--- config.mk ---
export PLATFORM = sky130hd
export DESIGN_NAME = bit_stream_serializer_flat
export DESIGN_NICKNAME = d
export VERILOG_FILES = /design/src/rtl/bit_stream_serializer_pkg.sv /design/src/rtl/bit_stream_serializer_if.sv /design/src/rtl/bit_stream_serializer_piso_shift_reg.sv /design/src/rtl/bit_stream_serializer.sv /design/src/flat_wrapper.sv
export SDC_FILE = /design/constraint.sdc
export NUM_CORES = 1
export LEC_CHECK = 0
export BUFFER_PORTS_ARGS = -buffer_cell sky130_fd_sc_hd__buf_2
export CAP_MARGIN = 10
export CORE_UTILIZATION = 48
export DETAILED_ROUTE_END_ITERATION = 16
export PLACE_DENSITY = 0.73
export SYNTH_ARGS = -nofsm -noshare
export SYNTH_HDL_FRONTEND = slang
export SYNTH_SLANG_ARGS = --single-unit
--- constraint.sdc ---
create_clock -name clk -period 1.5 [get_ports clk]
set_clock_uncertainty 0.15 [all_clocks]
set_input_delay 0.3 -clock clk [delete_from_list [all_inputs] [get_ports clk]]
set_output_delay 0.3 -clock clk [all_outputs]
set_load 0.02 [all_outputs]
--- src/rtl/bit_stream_serializer_pkg.sv ---
`default_nettype none
// ============================================================================
//  Module      : bitstream_pkg
//  Description : Constants and types shared by the serializer front end, its
//                word source and the downstream pattern recognizer.
//                c_default_width - default word width
//                c_idle_bit      - line level when nothing is shifted
//                c_match_pattern - word the recognizer looks for
//                ser_state_t     - serializer state encoding
//  Revision    : 1.0 - initial release
// ============================================================================
package bitstream_pkg;

    localparam int         c_default_width = 8;
    localparam logic       c_idle_bit      = 1'b0;
    localparam logic [7:0] c_match_pattern = 8'hDB;

    typedef enum logic [0:0] {
        SER_IDLE  = 1'b0,
        SER_SHIFT = 1'b1
    } ser_state_t;

endpackage
`default_nettype wire

--- src/rtl/bit_stream_serializer_if.sv ---
`default_nettype none
// ============================================================================
//  Module      : bit_stream_serializer_if
//  Description : Word handshake and serial line bundle of the serializer.
//                byte_in/byte_valid/byte_ready - word input handshake
//                bit_out/bit_valid             - serial output line
//                clr_underrun/underrun         - sticky underrun flag
//                master : word source / line consumer side
//                slave  : serializer side
//  Revision    : 1.0 - initial release
// ============================================================================
interface bit_stream_serializer_if
    import bitstream_pkg::*;
#(
    parameter int WIDTH = c_default_width
);
    logic [WIDTH-1:0] byte_in;
    logic             byte_valid;
    logic             byte_ready;
    logic             bit_out;
    logic             bit_valid;
    logic             clr_underrun;
    logic             underrun;

    modport master (
        output byte_in, byte_valid, clr_underrun,
        input  byte_ready, bit_out, bit_valid, underrun
    );

    modport slave (
        input  byte_in, byte_valid, clr_underrun,
        output byte_ready, bit_out, bit_valid, underrun
    );
endinterface
`default_nettype wire

--- src/rtl/bit_stream_serializer_piso_shift_reg.sv ---
`default_nettype none
// ============================================================================
//  Module      : piso_shift_reg
//  Description : WIDTH-bit parallel-load / serial-out shift register.
//                clk, rstn  - clock, asynchronous active-low reset
//                i_load     - load i_din (has priority over shift)
//                i_shift    - move one place toward the output end
//                i_din      - parallel load data
//                o_dout     - bit currently at the output end
//  Revision    : 1.0 - initial release
// ============================================================================
module piso_shift_reg #(
    parameter int WIDTH     = 8,
    parameter bit MSB_FIRST = 1'b1
) (
    input  wire logic             clk,
    input  wire logic             rstn,
    input  wire logic             i_load,
    input  wire logic             i_shift,
    input  wire logic [WIDTH-1:0] i_din,
    output logic                  o_dout
);
    logic [WIDTH-1:0] r_shreg;

    generate
        if (MSB_FIRST) begin : g_msb_first
            always_ff @(posedge clk or negedge rstn) begin
                if (!rstn)        r_shreg <= '0;
                else if (i_load)  r_shreg <= i_din;
                else if (i_shift) r_shreg <= {r_shreg[WIDTH-2:0], 1'b0};
            end
            assign o_dout = r_shreg[WIDTH-1];
        end else begin : g_lsb_first
            always_ff @(posedge clk or negedge rstn) begin
                if (!rstn)        r_shreg <= '0;
                else if (i_load)  r_shreg <= i_din;
                else if (i_shift) r_shreg <= {1'b0, r_shreg[WIDTH-1:1]};
            end
            assign o_dout = r_shreg[0];
        end
    endgenerate
endmodule
`default_nettype wire

--- src/rtl/bit_stream_serializer.sv ---
`default_nettype none
// ============================================================================
//  Module      : bit_stream_serializer
//  Description : Parallel-to-serial front end. Accepts WIDTH-bit words over a
//                valid/ready handshake into a one-word hold buffer and shifts
//                them out one bit per clock, back-to-back words without a gap.
//                clk  - clock, rising edge
//                rstn - asynchronous active-low reset
//                bus  - slave side of bit_stream_serializer_if
//                       (byte_in/valid/ready, bit_out/valid, clr_underrun,
//                        underrun)
//  Revision    : 1.0 - initial release
// ============================================================================
module bit_stream_serializer
    import bitstream_pkg::*;
#(
    parameter int   WIDTH     = c_default_width,
    parameter bit   MSB_FIRST = 1'b1,
    parameter logic IDLE_BIT  = c_idle_bit
) (
    input  wire logic              clk,
    input  wire logic              rstn,
    bit_stream_serializer_if.slave bus
);
    localparam int                 c_cnt_w = $clog2(WIDTH);
    localparam logic [c_cnt_w-1:0] c_last  = c_cnt_w'(WIDTH - 1);

    ser_state_t         r_state;
    ser_state_t         w_state_nxt;
    logic               r_hold_full;
    logic               w_hold_full_nxt;
    logic [WIDTH-1:0]   r_hold_data;
    logic [c_cnt_w-1:0] r_bit_cnt;
    logic [c_cnt_w-1:0] w_bit_cnt_nxt;
    logic               r_underrun;
    logic               w_underrun_nxt;
    logic               w_accept;
    logic               w_load;
    logic               w_shift;
    logic               w_last;
    logic               w_shreg_out;

    // Ready depends on the hold flag only, so the source may wait on it.
    assign w_accept = bus.byte_valid & ~r_hold_full;
    assign w_last   = (r_bit_cnt == c_last);

    always_ff @(posedge clk or negedge rstn) begin
        if (!rstn) begin
            r_state     <= SER_IDLE;
            r_hold_full <= 1'b0;
            r_hold_data <= '0;
            r_bit_cnt   <= '0;
            r_underrun  <= 1'b0;
        end else begin
            r_state     <= w_state_nxt;
            r_hold_full <= w_hold_full_nxt;
            r_bit_cnt   <= w_bit_cnt_nxt;
            r_underrun  <= w_underrun_nxt;
            if (w_accept) begin
                r_hold_data <= bus.byte_in;
            end
        end
    end

    always_comb begin
        w_state_nxt    = r_state;
        w_bit_cnt_nxt  = r_bit_cnt;
        w_load         = 1'b0;
        w_shift        = 1'b0;
        // Clear first; a same-edge underrun below overrides it.
        w_underrun_nxt = r_underrun & ~bus.clr_underrun;

        case (r_state)
            SER_IDLE: begin
                if (r_hold_full) begin
                    w_load        = 1'b1;
                    w_bit_cnt_nxt = '0;
                    w_state_nxt   = SER_SHIFT;
                end
            end
            SER_SHIFT: begin
                if (w_last) begin
                    if (r_hold_full) begin
                        // Reload on the last bit keeps the stream gapless.
                        w_load        = 1'b1;
                        w_bit_cnt_nxt = '0;
                    end else begin
                        w_state_nxt    = SER_IDLE;
                        w_underrun_nxt = 1'b1;
                    end
                end else begin
                    w_shift       = 1'b1;
                    w_bit_cnt_nxt = r_bit_cnt + 1'b1;
                end
            end
            default: begin
                w_state_nxt = SER_IDLE;
            end
        endcase

        // Accept needs an empty hold and a drain needs a full one, so the two
        // never happen on the same edge.
        w_hold_full_nxt = w_accept ? 1'b1 : (w_load ? 1'b0 : r_hold_full);
    end

    piso_shift_reg #(
        .WIDTH     (WIDTH),
        .MSB_FIRST (MSB_FIRST)
    ) u_piso (
        .clk     (clk),
        .rstn    (rstn),
        .i_load  (w_load),
        .i_shift (w_shift),
        .i_din   (r_hold_data),
        .o_dout  (w_shreg_out)
    );

    assign bus.byte_ready = ~r_hold_full;
    assign bus.bit_valid  = (r_state == SER_SHIFT);
    assign bus.bit_out    = (r_state == SER_SHIFT) ? w_shreg_out : IDLE_BIT;
    assign bus.underrun   = r_underrun;
endmodule
`default_nettype wire

--- src/flat_wrapper.sv ---
// flat-port wrapper written by rule: the top's interface ports become plain ports
module bit_stream_serializer_flat import bitstream_pkg::*;
#(
    parameter int   WIDTH     = c_default_width,
    parameter bit   MSB_FIRST = 1'b1,
    parameter logic IDLE_BIT  = c_idle_bit
)
  (clk, rstn, bus_byte_in, bus_byte_valid, bus_clr_underrun, bus_byte_ready, bus_bit_out, bus_bit_valid, bus_underrun);
  bit_stream_serializer_if #(.WIDTH(WIDTH)) bus_i ();
  input  wire logic clk;
  input  wire logic rstn;
  input wire logic [$bits(bus_i.byte_in)-1:0] bus_byte_in;
  input wire logic [$bits(bus_i.byte_valid)-1:0] bus_byte_valid;
  input wire logic [$bits(bus_i.clr_underrun)-1:0] bus_clr_underrun;
  output wire logic [$bits(bus_i.byte_ready)-1:0] bus_byte_ready;
  output wire logic [$bits(bus_i.bit_out)-1:0] bus_bit_out;
  output wire logic [$bits(bus_i.bit_valid)-1:0] bus_bit_valid;
  output wire logic [$bits(bus_i.underrun)-1:0] bus_underrun;
  assign bus_i.byte_in = bus_byte_in;
  assign bus_i.byte_valid = bus_byte_valid;
  assign bus_i.clr_underrun = bus_clr_underrun;
  assign bus_byte_ready = bus_i.byte_ready;
  assign bus_bit_out = bus_i.bit_out;
  assign bus_bit_valid = bus_i.bit_valid;
  assign bus_underrun = bus_i.underrun;
  bit_stream_serializer #(.WIDTH(WIDTH), .MSB_FIRST(MSB_FIRST), .IDLE_BIT(IDLE_BIT)) u_core (.clk(clk), .rstn(rstn), .bus(bus_i));
endmodule
==> run_results.csv, run 1 <==
group,metric,value,unit
power_and_ir_drop,total_power,2.56,mW
sta,hold_viol,0,
global_routing,antenna_found_initial,0,
cts,cts.sinks,22,
final_layout,fin_nets,124,
placed_design,dp_hpwl,1230,um
floorplan,core-area,1820,um^2
placed_design,gp_congestion,0.721,
synth,synth.distinct_cells,18,
critical_path,slowest_delay,0.44,ns
synth,syn_nets,96,
synth,yosysTopAreaCell,"dfrtp_1",
sta,setup_ws,-0.0829,ns
critical_path,worst_setup_path_end_kind,"register",
synth,yosysWarnings,0,
cts,cts-buffers-inserted,3,
critical_path,cp_slowest_cell,"dfrtp_1",
synth,synth.most_common_cell,"dfrtp_1",
global_routing,grt_pass1_wl,3020,um
global_routing,grt_max_degree,23,
final_layout,drive_above_1_share,49.1,%
sta,setup_viol,12,
critical_path,ff2ff_setup_slack,-0.08,ns
flow_run,max-cap-violations,0,
sta,tightest_slew,0.491,ns
sta,max_freq,632,MHz
synth,synth_common_cells,"22 x dfrtp_1, 9 x nand3_1, 8 x o21ai_1",
synth,synth_top_family_by_area,"multiplexers",
power_and_ir_drop,p_leak,0.632,nW
detailed_routing,drtAntennaViolNets,0,
detailed_routing,drt_pass1_iterations,4,
synth,yosys_most_used_dff,"dfrtp_1",
critical_path,cp_common_cell,"ha_4",
floorplan,fp.dieW,47.0,um
hold_path,hp-start,"bus_byte_valid",
cts,cts_root_buf,"clkbuf_4",
synth,syn_inst,81,
detailed_routing,vias,680,
outcome,status,"finished with violations",
global_routing,first_global_vias,676,
detailed_routing,wire_per_inst,13.7,um
synth,synth_seq_cells,22,
detailed_routing,route.detailed.vias_per_inst,5.11,
sta,rsz0062_at_grt,"true",
synth,synth-edff-count,0,
critical_path,rr_startpoint,"u_core.r_bit_cnt[1]",
critical_path,cp_data_arrival_time,1.64,ns
synth,avgSynthCellArea,12.0,um^2
synth,async_flop_share,100,%
final_layout,areaGrowthSynthToFinish,33.1,%
global_routing,grt-ovfl-total,0,
critical_path,r2r_cells,6,
detailed_routing,drt_iter0_drc,3,
sta,slew_violations,0,
sta,slew_headroom,67.2,%
power_and_ir_drop,p_per_area,1980,nW/um^2
cts,path_clk_slew,0.12,ns
detailed_routing,wl,1820,um
hold_path,hold_class,"in -> reg",
placed_design,port_buffers,15,
critical_path,crit_fanout,9,
synth,synthSimpleGateAreaFrac,12.0,%
critical_path,r2r-end,"u_core.u_piso.r_shreg[7]",
sta,finalCritPeriodShare,106,%
synth,ys_seq_area_share,56.6,%
floorplan,dieArea,2210,um^2
critical_path,path_cells,"ha_4 -> ha_4 -> nor2b_4 -> buf_12 -> mux2i_2 -> o21ai_2",
cts,clkLatencyLatePin,0.30,ns
global_routing,grt_util_all_layers,20.1,%
cts,cts_tree,"built",
synth,syn_area,972,um^2
critical_path,cp.required,1.56,ns
placed_design,dp_slack,-0.115,ns
synth,synth_area_leaders,"dfrtp_1 57%, mux2_2 8.1%, mux2i_1 7.2%",
sta,period_needed,1.58,ns
synth,synth_xor_area_share,0,%
critical_path,crit_buf_inv,1,
outcome,violations,"setup timing",
cts,htreeDepth,1,
floorplan,die_y,47.0,um
power_and_ir_drop,ir_drop,1.39,mV
synth,synth_compound_area_share,6.69,%
hold_path,hold_path_end,"u_core.r_hold_full",
synth,synth_fa_ha_area_share,3.86,%
hold_path,whs_path_depth,3,
floorplan,rows,15,
final_layout,antenna_cells,0,
cts,ctsLongestPathBuffers,2,
critical_path,worst-setup-path-type,"reg -> reg",
critical_path,critPathTopFamily,"flip-flops",
synth,yosysTopAreaCellShare,56.6,%
floorplan,ios,16,
critical_path,startpoint_type,"register",
detailed_routing,drc,0,
floorplan,initial_core_util,53.4,%
synth,muxShareOfSynthArea,16.5,%
==> stage by stage <==
stage                     TNS, ns  hold WS (ns)  util [%]  std cells  cell area (um^2)
final                      -0.757        0.0622      71.1        133              1290
after global routing        -1.21        0.0590      71.1        133              1290
after detailed placement    -1.08         0.136      62.0        124              1130
after global placement     -0.386         0.135      62.0        124              1130
after floorplan                 0        -0.146         -         81              1000
after CTS                  -0.535        0.0529      69.5        131              1260
==> how the worst max path moves through the flow <==
stage	slack, ns	cells past startpoint	start	endpoint
2_1_floorplan	0.001	6	u_core.r_bit_cnt[0]	u_core.u_piso.r_shreg[0]
3_3_place_gp	-0.06	5	u_core.r_bit_cnt[1]	u_core.u_piso.r_shreg[2]
3_5_place_dp	-0.12	5	u_core.r_bit_cnt[1]	u_core.u_piso.r_shreg[5]
4_1_cts	-0.06	6	u_core.r_bit_cnt[1]	u_core.u_piso.r_shreg[7]
5_1_grt	-0.13	6	u_core.r_bit_cnt[1]	u_core.u_piso.r_shreg[7]
6_report	-0.08	6	u_core.r_bit_cnt[1]	u_core.u_piso.r_shreg[7]
==> placed cells by master, fill, tap and decap left out, types with 2 or more instances in the layout <==
cell type and count:
clkbuf_4 3, nand3_1 9, and2_4 2, ha_4 2
buf_4 9, buf_2 13, mux2i_1 6, buf_6 4
nand2_1 5, mux2_2 7, o21ai_1 6, dfrtp_1 22
o21ai_2 5
==> logic make-up (layout without fill, tap and decap cells) <==
kind of cell               Yosys count  in the layout
muxes                               15             15
buffers and inverters                7             34
and+or+nand+nor                     22             22
adders and majority gates            3              3
AOI/OAI and AO/OA                   12             12
DFF                                 22             22
==> final cells by class <==
cell class              instances  area (um^2)
clock inverters                 1         30.0
clock buffers                   3         22.5
multi-input cells              52          444
inverters                       2         7.51
well taps                      25         31.3
flip-flops and latches         22          551
fillers                       133          527
repair buffers                 28          208
==> what timing repair did <==
action | CTS | global route
hold endpoints to repair | 22 | 0
setup endpoints to repair | 14 | 14
pin swaps | 4 | 1
buffers inserted | 2 | 2
resized for setup | 14 | 6
hold buffers | 1 | 0
==> where the power goes <==
| part | total, mW | leakage [nW] | switching, mW | internal (mW) |
|---|---|---|---|---|
| clock | 0.449 | 0.0279 | 0.179 | 0.270 |
| sequential | 1.01 | 0.270 | 0.172 | 0.840 |
| combinational | 1.10 | 0.334 | 0.504 | 0.598 |
| total | 2.56 | 0.632 | 0.855 | 1.71 |
==> tightest hold or removal path: cells and delay by family <==
family | cells | cell delay [ns]
buffers and inverters | 1 | 0.08
and+or+nand+nor | 2 | 0.11
==> sequential cells by signal (all words and copies together), names as in the netlist <==
name	count
u_core.r_hold_full	1
u_core.r_hold_data	8
u_core.r_bit_cnt	3
u_core.bus.bit_valid	1
u_core.u_piso.r_shreg	8
u_core.bus.underrun	1
==> metal layers <==
metal	global-route usage [%]	part of all wire (%)	vias to the layer above	wire (um)
met3	2.31	2.4	2	43
met5	0	0	-	0
met1	26.4	48	332	876
li1	-	-	332	-
met2	33.1	49	14	890
met4	10.3	0.55	0	10
Power figures use the tool's default switching activity.
==> inputs of run 2 (changes only) <==
==> constraint.sdc (replaced) <==
create_clock -name clk -period 1.3 [get_ports clk]
set_clock_uncertainty 0.15 [all_clocks]
set_input_delay 0.26 -clock clk [delete_from_list [all_inputs] [get_ports clk]]
set_output_delay 0.26 -clock clk [all_outputs]
set_load 0.02 [all_outputs]
==> run 2 against run 1 <==
- the run still ends with setup timing left
- non-clock buffer count increased by 2
- hold slack worse by 0.040 ns
- worst setup slack worse by 0.20 ns
- highest routed layer unchanged
- sequential power grew 17%
==> run_results.csv, run 2 (synthesis gave the netlist of run 1 again) <==
group,metric,value,unit
floorplan,dieArea,2210,um^2
detailed_routing,vias,727,
global_routing,grt_util_all_layers,21.2,%
final_layout,drive_above_1_share,46.4,%
sta,hold_viol,0,
cts,cts_root_buf,"clkbuf_4",
cts,clkLatencyLatePin,0.31,ns
floorplan,ios,16,
final_layout,final_common_cell,"dfrtp_1",
detailed_routing,drtAntennaViolNets,0,
final_layout,n_fill_cell,123,
global_routing,grt_max_degree,23,
global_routing,antenna_found_initial,0,
detailed_routing,wl,2120,um
detailed_routing,drc,0,
outcome,status,"finished with violations",
floorplan,fp.dieW,47.0,um
cts,cts_tree,"built",
cts,cts.sinks,22,
sta,finalCritPeriodShare,122,%
placed_design,dp_slack,-0.325,ns
final_layout,top_regs,"u_core.r_hold_data x8, u_core.u_piso.r_shreg x8, u_core.r_bit_cnt x3",
critical_path,cp_data_arrival_time,1.63,ns
final_layout,areaGrowthSynthToFinish,37.5,%
flow_run,max-cap-violations,0,
sta,slew_headroom,67.8,%
critical_path,cp.required,1.35,ns
sta,setup_ws,-0.282,ns
critical_path,crit_fanout,9,
final_layout,antenna_cells,0,
critical_path,worst-setup-path-type,"reg -> reg",
outcome,violations,"setup timing",
cts,cts-buffers-inserted,3,
global_routing,grt_pass1_wl,3130,um
floorplan,rows,15,
global_routing,grt-ovfl-total,0,
sta,rsz0062_at_grt,"true",
floorplan,core-area,1820,um^2
sta,max_freq,632,MHz
placed_design,gp_congestion,0.714,
critical_path,startpoint_type,"register",
floorplan,die_y,47.0,um
hold_path,hold_class,"in -> reg",
power_and_ir_drop,p_per_area,2220,nW/um^2
critical_path,worst_setup_path_end_kind,"register",
critical_path,ff2ff_setup_slack,-0.28,ns
sta,period_needed,1.58,ns
final_layout,fin_nets,128,
cts,ctsLongestPathBuffers,2,
detailed_routing,wire_per_inst,15.5,um
placed_design,port_buffers,15,
floorplan,initial_core_util,53.4,%
cts,path_clk_slew,0.12,ns
detailed_routing,drt_pass1_iterations,4,
power_and_ir_drop,p_leak,0.676,nW
detailed_routing,route.detailed.vias_per_inst,5.31,
power_and_ir_drop,total_power,2.96,mW
sta,slew_violations,0,
sta,tightest_slew,0.483,ns
final_layout,final_cell_mix,"22 x dfrtp_1, 11 x buf_2, 11 x buf_4",
detailed_routing,drt_iter0_drc,10,
cts,htreeDepth,1,
power_and_ir_drop,ir_drop,1.43,mV
global_routing,first_global_vias,674,
sta,setup_viol,25,
placed_design,dp_hpwl,1230,um
## run 2: cell count changes in the layout (fill, tap and decap cells not counted), moves of 2 or more
cell | before | now
buf_6 | 4 | 6
mux2_2 | 7 | 0
mux2_4 | 0 | 8
buf_4 | 9 | 11
o21ai_1 | 6 | 9
buf_2 | 13 | 11
o21ai_2 | 5 | 1
## run 2: layout make-up
| type | instances | area [um^2] | share of cell area, % |
|---|---|---|---|
| clock buffers | 4 | 36.3 | 2.72 |
| flip-flops and latches | 22 | 551 | 41.2 |
| repair buffers | 30 | 235 | 17.6 |
| well taps | 25 | 31.3 | 2.34 |
| inverters | 2 | 7.51 | 0.562 |
| multi-input cells | 54 | 475 | 35.6 |
## run 2: metal layers
layer | track usage [%] | wire length [um] | up-vias
met3 | 5.38 | 63 | 6
met5 | 0 | 0 | -
li1 | - | - | 344
met1 | 27.5 | 894 | 357
met2 | 33.6 | 1140 | 20
met4 | 9.71 | 29 | 0
## run 2: worst paths after layout
path,startpoint,end,depth (start not counted)
max reg2reg,u_core.r_bit_cnt[0],u_core.u_piso.r_shreg[1],6
max,u_core.r_bit_cnt[0],u_core.u_piso.r_shreg[1],6
max in group asynchronous,rstn,u_core.r_hold_data[2],2
min in group asynchronous,rstn,u_core.r_hold_data[7],2
min reg2reg,u_core.bus.underrun,u_core.bus.underrun,1
min,bus_byte_in[7],u_core.r_hold_data[7],2
## run 2: metrics by stage
stage               instances  area (um^2)  hold WS, ns  setup TNS (ns)  utilization [%]
detailed placement        123         1120       0.0937           -3.37             61.7
finish                    137         1340       0.0225           -3.56             73.4
floorplan                  81         1010       -0.186           -1.90                -
global placement          123         1120       0.0952           -2.66             61.7
CTS                       137         1290      0.00957           -3.14             71.0
global route              137         1340       0.0122           -4.66             73.4
## run 2: what timing repair did
item,CTS,global route
endpoints found under the setup margin,17,26
endpoints found under the hold margin,22,0
hold buffers,1,0
resized for setup,13,13
cloned,2,0
buffers inserted,7,0
## run 2: power breakdown
part	leakage [nW]	switching (mW)	internal, mW	total [mW]
registers	0.270	0.214	0.969	1.18
logic	0.385	0.585	0.814	1.40
clock network	0.0210	0.210	0.171	0.381
total	0.676	1.01	1.95	2.96
## run 2: worst max-delay path, stage by stage (launching register included)
cell and delay [ns]:
dfrtp_1 0.44, ha_4 0.19, ha_4 0.16, nor2b_4 0.12, buf_12 0.14, mux2i_1 0.19
o21ai_1 0.08
